File: config.mk
export PLATFORM = sky130hd
export DESIGN_NAME = dense_act_engine_flat
export DESIGN_NICKNAME = d
export VERILOG_FILES = /design/src/rtl/dense_act_if.sv /design/src/rtl/dense_act_engine.sv /design/src/flat_wrapper.sv
export SDC_FILE = /design/constraint.sdc
export NUM_CORES = 1
export LEC_CHECK = 0
export ABC_CLOCK_PERIOD_IN_PS = 28800
export CAP_MARGIN = 15
export CORE_ASPECT_RATIO = 1.1
export CORE_UTILIZATION = 30
export DETAILED_ROUTE_END_ITERATION = 6
export SLEW_MARGIN = 20
export SYNTH_ARGS = -nofsm -noshare
export SYNTH_HDL_FRONTEND = slang
export SYNTH_SLANG_ARGS = --single-unit
File: constraint.sdc
create_clock -name clk -period 28.8 [get_ports clk]
set_clock_uncertainty 0.05 [all_clocks]
set_input_delay 5.76 -clock clk [delete_from_list [all_inputs] [get_ports clk]]
set_output_delay 5.76 -clock clk [all_outputs]
set_load 0.01 [all_outputs]
File: src/rtl/dense_act_if.sv
// Handshake and operand bus for dense_act_engine: the requester drives operands
// and start, and the engine returns status and the per-neuron results.
interface dense_act_if #(
  parameter int IN_SIZE    = 16,
  parameter int OUT_SIZE   = 4,
  parameter int DATA_WIDTH = 8
);
  logic                                   start;
  logic [DATA_WIDTH*IN_SIZE-1:0]          input_data;
  logic [DATA_WIDTH*IN_SIZE*OUT_SIZE-1:0] weights;
  logic [DATA_WIDTH*OUT_SIZE-1:0]         biases;
  logic                                   busy;
  logic                                   done;
  logic [DATA_WIDTH*OUT_SIZE-1:0]         output_data;
  logic [OUT_SIZE-1:0]                    binary_output;

  modport master (
    output start, input_data, weights, biases,
    input  busy, done, output_data, binary_output
  );

  modport slave (
    input  start, input_data, weights, biases,
    output busy, done, output_data, binary_output
  );
endinterface

File: src/rtl/dense_act_engine.sv
// Sequential fully-connected layer, one MAC per clock, with ReLU+shift and sigmoid-threshold outputs.
// Define DENSE_SATURATE_EN to clamp positive results to the max signed value instead of wrapping.
module dense_act_engine #(
  parameter int IN_SIZE    = 16,
  parameter int OUT_SIZE   = 4,
  parameter int DATA_WIDTH = 8,
  parameter int SHIFT      = 4
) (
  input  logic         clk,
  input  logic         rst,
  dense_act_if.slave   bus
);
  localparam int ACC_W = 2*DATA_WIDTH + $clog2(IN_SIZE) + 1;
  localparam int IW    = (IN_SIZE  > 1) ? $clog2(IN_SIZE)  : 1;
  localparam int OW    = (OUT_SIZE > 1) ? $clog2(OUT_SIZE) : 1;
  localparam logic [IW-1:0] I_LAST = IW'(IN_SIZE - 1);
  localparam logic [OW-1:0] J_LAST = OW'(OUT_SIZE - 1);
`ifdef DENSE_SATURATE_EN
  localparam logic signed [ACC_W-1:0] POS_MAX = ACC_W'((1 << (DATA_WIDTH-1)) - 1);
`endif

  typedef enum logic [1:0] {IDLE, ACCUM, WRITE, FIN} state_t;
  state_t state, state_nxt;

  logic signed [DATA_WIDTH-1:0]   x_q [IN_SIZE];
  logic signed [DATA_WIDTH-1:0]   w_q [OUT_SIZE][IN_SIZE];
  logic signed [DATA_WIDTH-1:0]   b_q [OUT_SIZE];
  logic [IW-1:0]                  i_cnt;
  logic [OW-1:0]                  j_cnt;
  logic signed [ACC_W-1:0]        acc;
  logic signed [ACC_W-1:0]        r;
  logic signed [2*DATA_WIDTH-1:0] prod;
  logic [DATA_WIDTH-1:0]          act;
  logic [DATA_WIDTH*OUT_SIZE-1:0] out_q;
  logic [OUT_SIZE-1:0]            bin_q;
  logic                           capture;

  assign capture           = (state == IDLE) && bus.start;
  assign bus.output_data   = out_q;
  assign bus.binary_output = bin_q;

  // Operands are snapshotted so the requester may change them once the run starts.
  always_ff @(posedge clk) begin
    if (capture) begin
      for (int i = 0; i < IN_SIZE; i++)
        x_q[i] <= bus.input_data[i*DATA_WIDTH +: DATA_WIDTH];
      for (int j = 0; j < OUT_SIZE; j++) begin
        b_q[j] <= bus.biases[j*DATA_WIDTH +: DATA_WIDTH];
        for (int i = 0; i < IN_SIZE; i++)
          w_q[j][i] <= bus.weights[(j*IN_SIZE+i)*DATA_WIDTH +: DATA_WIDTH];
      end
    end
  end

  always_ff @(posedge clk or posedge rst) begin
    if (rst) state <= IDLE;
    else     state <= state_nxt;
  end

  always_comb begin
    state_nxt = state;
    bus.busy  = (state != IDLE);
    bus.done  = (state == FIN);
    case (state)
      IDLE:    if (bus.start) state_nxt = ACCUM;
      ACCUM:   if (i_cnt == I_LAST) state_nxt = WRITE;
      WRITE:   state_nxt = (j_cnt == J_LAST) ? FIN : ACCUM;
      FIN:     state_nxt = IDLE;
      default: state_nxt = IDLE;
    endcase
  end

  always_comb begin
    prod = x_q[i_cnt] * w_q[j_cnt][i_cnt];
    r    = acc >>> SHIFT;
    act  = '0;
    if (r >= 0) begin
`ifdef DENSE_SATURATE_EN
      act = (r > POS_MAX) ? POS_MAX[DATA_WIDTH-1:0] : r[DATA_WIDTH-1:0];
`else
      act = r[DATA_WIDTH-1:0];
`endif
    end
  end

  // acc >= 0 is exactly sigmoid(acc) >= 0.5, so the decision is the inverted sign bit.
  always_ff @(posedge clk or posedge rst) begin
    if (rst) begin
      acc   <= '0;
      i_cnt <= '0;
      j_cnt <= '0;
      out_q <= '0;
      bin_q <= '0;
    end else begin
      case (state)
        IDLE: if (bus.start) begin
          i_cnt <= '0;
          j_cnt <= '0;
        end
        ACCUM: begin
          acc   <= ((i_cnt == '0) ? ACC_W'(b_q[j_cnt]) : acc) + ACC_W'(prod);
          i_cnt <= (i_cnt == I_LAST) ? '0 : i_cnt + 1'b1;
        end
        WRITE: begin
          out_q[j_cnt*DATA_WIDTH +: DATA_WIDTH] <= act;
          bin_q[j_cnt] <= ~acc[ACC_W-1];
          j_cnt        <= (j_cnt == J_LAST) ? '0 : j_cnt + 1'b1;
        end
        default: ;
      endcase
    end
  end
endmodule

File: src/flat_wrapper.sv
// flat-port wrapper written by rule: the top's interface ports become plain ports
module dense_act_engine_flat 
#(
  parameter int IN_SIZE    = 16,
  parameter int OUT_SIZE   = 4,
  parameter int DATA_WIDTH = 8,
  parameter int SHIFT      = 4
)
  (clk, rst, bus_start, bus_input_data, bus_weights, bus_biases, bus_busy, bus_done, bus_output_data, bus_binary_output);
  dense_act_if #(.IN_SIZE(IN_SIZE), .OUT_SIZE(OUT_SIZE), .DATA_WIDTH(DATA_WIDTH)) bus_i ();
  input  logic clk;
  input  logic rst;
  input wire logic [$bits(bus_i.start)-1:0] bus_start;
  input wire logic [$bits(bus_i.input_data)-1:0] bus_input_data;
  input wire logic [$bits(bus_i.weights)-1:0] bus_weights;
  input wire logic [$bits(bus_i.biases)-1:0] bus_biases;
  output wire logic [$bits(bus_i.busy)-1:0] bus_busy;
  output wire logic [$bits(bus_i.done)-1:0] bus_done;
  output wire logic [$bits(bus_i.output_data)-1:0] bus_output_data;
  output wire logic [$bits(bus_i.binary_output)-1:0] bus_binary_output;
  assign bus_i.start = bus_start;
  assign bus_i.input_data = bus_input_data;
  assign bus_i.weights = bus_weights;
  assign bus_i.biases = bus_biases;
  assign bus_busy = bus_i.busy;
  assign bus_done = bus_i.done;
  assign bus_output_data = bus_i.output_data;
  assign bus_binary_output = bus_i.binary_output;
  dense_act_engine #(.IN_SIZE(IN_SIZE), .OUT_SIZE(OUT_SIZE), .DATA_WIDTH(DATA_WIDTH), .SHIFT(SHIFT)) u_core (.clk(clk), .rst(rst), .bus(bus_i));
endmodule
==> run_results.csv, run 1 <==
group,metric,value,unit
clocking,clk_pin_slew,0.07,ns
placement,gp_congestion,0.842,
routing,wire_per_inst,24.7,microns
finish,nets,3243,
setup_path,setup.worst_path.start,"u_core.j_cnt[0]$_DFFE_PP0P_",
setup_path,crit_arrival,10.32,ns
synthesis,synth_cell_types,55,
timing,fin_crit,9.76,ns
clocking,ctsLongestPathBuffers,3,
synthesis,synth_top_family_by_area,"multiplexers",
timing,drv_slew,0,
floorplanning,fp-row-count,125,
clocking,clkSinkCount,737,
synthesis,synth-simple-area-share,0.0332,
run_status,status,"finished, final reports clean",
global_route,grt_pass1_vias,20000,
setup_path,r2r_slack,19.04,ns
routing,drc,0,
floorplanning,ios,713,
synthesis,synthesis.area,0.0320,sq mm
setup_path,r2r_start,"u_core.j_cnt[0]$_DFFE_PP0P_",
synthesis,synthAdderAreaFrac,0.0791,
clocking,clock_latency,0.66,ns
clocking,cts_tree,"yes",
setup_path,worstReg2RegEnd,"u_core.acc[20]$_DFFE_PP0P_",
synthesis,ys_seq_area_frac,0.682,
setup_path,setup.worst_path.end,"u_core.acc[20]$_DFFE_PP0P_",
setup_path,reg2reg_depth,22,
synthesis,ys_seq_elements,737,
global_route,antenna_found_initial,43,
setup_path,worst-setup-path-type,"reg -> reg",
synthesis,synth_nets,2493,
global_route,grt_max_degree,89,
finish,layout-drive-gt1-share,0.142,
synthesis,syn_inst,1671,
flow_run,maxCapViolCount,0,
clocking,htree_levels,3,
timing,setup_viol,0,
routing,dr.first_iter.drc_count,1140,
timing,fmax,0.102,GHz
setup_path,crit_fanout,45,
clocking,postCtsSetupBuffers,0,
clocking,postCtsResizedCells,0,
global_route,grt_pass1_wl,135000,microns
placement,io_buffer_count,712,
placement,pre_cts_ws,18.85,ns
timing,fin_setup_tns,0,ns
floorplanning,die-area,0.108,sq mm
timing,rsz0062_at_grt,"false",
clocking,root_buffer,"clkbuf_16",
finish,area_delta_synth_final,35.7,%
routing,wl,96800,microns
routing,num_vias,18300,
hold_path,min-delay-start,"u_core.acc[2]$_DFFE_PP0P_",
synthesis,syn-mean-instance-area,19.1,sq um
finish,layout_common_cells,"clkdlybuf4s50_1 (712), edfxtp_1 (672), mux4_2 (173), nand2_1 (110), fa_1 (92)",
synthesis,synth_mux_area_frac,0.144,
floorplanning,die_x,313,microns
routing,antenna_left,0,
timing,worst_pin_slew,1.06,ns
clocking,postCtsHoldBufs,0,
clocking,cts_buffers,80,
hold_path,min_path_type,"reg -> reg",
global_route,grt.total_usage,0.176,
placement,hpwl,74500,microns
floorplanning,start_util,0.303,
timing,maxSlewHeadroom,0.290,
routing,drt_first_pass_iters,7,
finish,final_common_cell,"clkdlybuf4s50_1",
floorplanning,fp.dieH,344,microns
timing,finalWorstSetupSlack,19.04,ns
setup_path,critPathCaptureType,"register",
global_route,overflow,0,
floorplanning,core,0.106,sq mm
synthesis,yosys_warnings,0,
hold_path,min_path_cells,2,
synthesis,synth-compound-area-share,0.0340,
setup_path,startpoint_type,"register",
timing,hold_violations,0,
timing,finalCritPeriodShare,0.339,
routing,post_drt_via_cell_ratio,4.69,
synthesis,synthXorXnorAreaFrac,0.00548,
setup_path,cp_data_required_time,29.36,ns
[synth_stat cells, drive strengths merged]
cell,count,share of area
and2,5,0.00098
mux2,15,0.0053
dfrtp,65,0.051
a21boi,1,0.00023
nor4,6,0.0012
nand4,1,0.00020
o21a,7,0.0016
xnor2,10,0.0027
a31oi,3,0.00059
a22oi,8,0.0022
a221oi,4,0.0033
o21ai,30,0.0047
a211o,1,0.00027
ha,55,0.022
a22o,38,0.010
o221a,1,0.00035
o41a,1,0.00035
o22ai,3,0.00059
a21oi,17,0.0027
nand2b,18,0.0035
buf,42,0.0089
nand2,111,0.013
a211oi,8,0.0019
o21bai,1,0.00023
nand3b,1,0.00023
mux4,182,0.13
inv,86,0.010
clkbuf,28,0.0033
nor3,8,0.0013
mux2i,31,0.0098
or2,2,0.00039
a21o,7,0.0016
nor2,59,0.0069
fa,92,0.058
o31ai,5,0.0012
or3,3,0.00059
xor2,10,0.0027
edfxtp,672,0.63
a311oi,2,0.00055
o211ai,2,0.00047
and3,1,0.00020
nor2b,14,0.0027
nand3,12,0.0019
a2111oi,3,0.00082
[worst max-delay path, cell delays in order (launching register included)]
cell and delay [ns]:
dfrtp_4 0.56, buf_4 0.64, buf_4 0.81, buf_4 0.73
mux4_1 0.63, mux4_2 0.48, a22o_1 0.27, a221oi_4 0.44
nor2_1 0.18, fa_1 0.64, inv_1 0.16, fa_1 0.69
inv_1 0.18, fa_1 0.53, fa_1 0.49, ha_1 0.31
ha_1 0.38, a21oi_1 0.16, o21ai_0 0.14, or3_1 0.32
o221a_2 0.24, or3_1 0.36, nand3_1 0.08
[area by class of cell]
class | instances | area, sq um
diodes | 32 | 80.1
inverters | 86 | 323
multi-input cells | 778 | 9490
well taps | 1397 | 1750
flip-flops and latches | 737 | 21800
fillers | 9545 | 62300
clock inverters | 47 | 544
clock buffers | 99 | 2080
repair buffers | 738 | 7330
[how the worst min path moves through the flow]
| stage | slack [ns] | to |
|---|---|---|
| 6_report | 0.43 | u_core.acc[2]$_DFFE_PP0P_ |
| 3_3_place_gp | 0.41 | u_core.acc[0]$_DFFE_PP0P_ |
| 3_5_place_dp | 0.41 | u_core.acc[2]$_DFFE_PP0P_ |
| 4_1_cts | 0.43 | u_core.acc[2]$_DFFE_PP0P_ |
| 5_1_grt | 0.46 | u_core.acc[2]$_DFFE_PP0P_ |
| 2_1_floorplan | 0.39 | u_core.acc[0]$_DFFE_PP0P_ |
[registers in the layout (all words and copies together) (netlist names)]
name                      count
u_core.bus.binary_output      4
u_core.bus.output_data       32
u_core.w_q                  512
u_core.b_q                   32
u_core.state                  2
u_core.i_cnt                  4
u_core.j_cnt                  2
u_core.x_q                  128
u_core.acc                   21
[cells by family (layout without fill, tap and decap cells)]
family	after synthesis	in the layout
buffers and inverters	156	970
other	0	32
multiplexers	228	228
adder cells (fa/ha/maj)	147	147
XOR/XNOR	20	20
flip-flops	737	737
AND/OR/NAND/NOR	241	241
AO/OA/AOI/OAI	142	142
[metrics by stage]
stage	util	area (sq um)	cells	hold WS, ns
floorplan	-	32000	1671	0.390
global placement	0.385	40700	3736	0.407
detailed placement	0.385	40700	3736	0.412
CTS	0.410	43300	3882	0.428
global route	0.411	43400	3907	0.459
finish	0.411	43400	3914	0.429
[routing by layer]
metal	GRT usage	share of wire
met5	0	0.0011
met4	0.0778	0.032
met3	0.0535	0.076
met2	0.307	0.53
met1	0.197	0.36
Power of run 1 is left out: the tool's default activity adds up to more than one toggle a clock period on the data nets, which glitch-free logic cannot reach.
==> run 2, diff against run 1 <==
Settings changed: ABC_CLOCK_PERIOD_IN_PS 28800 to 9400.
Clock period 28.8 ns to 9.4 ns, I/O delays scaled along.
==> run_results.csv, run 2 (same netlist as run 1, synthesis figures left out) <==
group,metric,value,unit
run_status,status,"finished, final reports clean",
floorplanning,fp.dieH,344,microns
global_route,grt_max_degree,149,
clocking,ctsLongestPathBuffers,3,
clocking,postCtsHoldBufs,0,
timing,fin_crit,8.36,ns
clocking,clk_pin_slew,0.06,ns
setup_path,crit_fanout,40,
routing,num_vias,18400,
clocking,cts_tree,"yes",
routing,wl,99400,microns
setup_path,crit_arrival,8.87,ns
clocking,postCtsResizedCells,0,
routing,antenna_left,0,
finish,stdcell_area,0.0436,sq mm
timing,worst_pin_slew,1.07,ns
finish,area_delta_synth_final,36.4,%
timing,hold_violations,0,
timing,maxSlewHeadroom,0.287,
finish,fillCellCount,9533,
routing,drc,0,
routing,wire_per_inst,25.5,microns
placement,gp_congestion,0.865,
timing,rsz0062_at_grt,"false",
placement,hpwl,77000,microns
floorplanning,fp-row-count,125,
finish,reg_top3,"u_core.w_q x512, u_core.x_q x128",
floorplanning,die-area,0.108,sq mm
floorplanning,core,0.106,sq mm
finish,largest_reg_flops,512,
routing,drt_first_pass_iters,5,
clocking,cts_buffers,82,
finish,final_common_cell,"clkdlybuf4s50_1",
clocking,htree_levels,3,
floorplanning,start_util,0.303,
hold_path,min_path_type,"reg -> reg",
global_route,grt_pass1_wl,139000,microns
placement,place_area,0.0409,sq mm
placement,io_buffer_count,712,
timing,finalCritPeriodShare,0.890,
global_route,grt_pass1_vias,19900,
routing,post_drt_via_cell_ratio,4.71,
clocking,clkSinkCount,737,
floorplanning,die_x,313,microns
timing,setup_viol,0,
timing,fmax,0.120,GHz
global_route,antenna_found_initial,34,
finish,layout_common_cells,"clkdlybuf4s50_1 (712), edfxtp_1 (672), mux4_2 (173), nand2_1 (110), fa_1 (92)",
timing,drv_slew,0,
finish,nets,3253,
flow_run,maxCapViolCount,0,
clocking,clock_latency,0.67,ns
setup_path,cp_data_required_time,9.91,ns
setup_path,startpoint_type,"register",
global_route,grt.total_usage,0.181,
finish,largest-register,"u_core.w_q",
global_route,overflow,0,
timing,fin_setup_tns,0,ns
floorplanning,ios,713,
finish,layout-drive-gt1-share,0.147,
routing,dr.first_iter.drc_count,1227,
setup_path,critPathCaptureType,"register",
clocking,postCtsSetupBuffers,0,
setup_path,worst-setup-path-type,"reg -> reg",
clocking,root_buffer,"clkbuf_16",
==> run 2: cell types whose count changed in the layout (fill, tap and decap cells not counted), moves of 2 or more <==
cell,before,now
buf_12,0,8
buf_4,24,26
buf_6,2,0
clkbuf_16,80,82
clkinv_1,13,11
clkinv_4,0,3
clkinv_8,2,0
clkinvlp_4,2,4
diode_2,32,11
inv_16,2,5
==> run 2: worst paths after layout <==
kind,startpoint,to,slack [ns],cells past startpoint
worst max register to register,u_core.j_cnt[0]$_DFFE_PP0P_,u_core.acc[15]$_DFFE_PP0P_,1.04,19
min in group asynchronous,rst,u_core.bus.output_data[4]$_DFFE_PP0P_,1.76,3
worst min register to register,u_core.acc[0]$_DFFE_PP0P_,u_core.acc[0]$_DFFE_PP0P_,0.43,2
max in group asynchronous,rst,u_core.j_cnt[1]$_DFFE_PP0P_,6.84,3
worst max-delay path,u_core.j_cnt[0]$_DFFE_PP0P_,u_core.acc[15]$_DFFE_PP0P_,1.04,19
worst min-delay path,u_core.acc[0]$_DFFE_PP0P_,u_core.acc[0]$_DFFE_PP0P_,0.43,2
==> run 2: through the flow <==
step | hold slack, ns | instances | utilization | setup slack (ns)
2_1_floorplan | 0.390 | 1671 | - | -2.91
3_3_place_gp | 0.407 | 3744 | 0.387 | 1.31
3_5_place_dp | 0.414 | 3744 | 0.387 | 1.03
4_1_cts | 0.432 | 3895 | 0.413 | 0.992
5_1_grt | 0.435 | 3906 | 0.413 | 0.585
6_report | 0.434 | 3906 | 0.413 | 1.04
==> run 2: worst max-delay path: stages, from the launching register on <==
cell and delay (ns):
dfrtp_4 0.87, buf_12 0.40, mux4_1 0.66, mux4_2 0.46, nand2_1 0.08, nand3_1 0.18
mux2i_2 0.48, nand2b_1 0.20, fa_1 0.46, fa_1 0.56, inv_1 0.06, fa_1 0.50
fa_1 0.57, fa_1 0.43, ha_1 0.37, a2111oi_0 0.87, nor2_1 0.18, o41a_1 0.44
o21a_1 0.18, o31ai_1 0.20
==> run 2: per-layer routing <==
metal,global-route usage,up-vias,share of wire
met5,0,-,0.0020
met4,0.0560,30,0.021
met3,0.0441,147,0.064
met2,0.321,692,0.53
met1,0.215,9410,0.39
li1,-,8117,-
==> run 2: final cells by class <==
cell class / instances / area, sq um / area share
timing repair buffer: 746 / 7480 / 0.171
multi-input combinational: 778 / 9500 / 0.218
tap: 1397 / 1750 / 0.0400
inverter: 86 / 335 / 0.00768
antenna: 11 / 27.5 / 0.000631
sequential: 737 / 21800 / 0.500
clock inverter: 48 / 581 / 0.0133
clock buffer: 103 / 2150 / 0.0493
Power of run 2 is left out for the same reason.
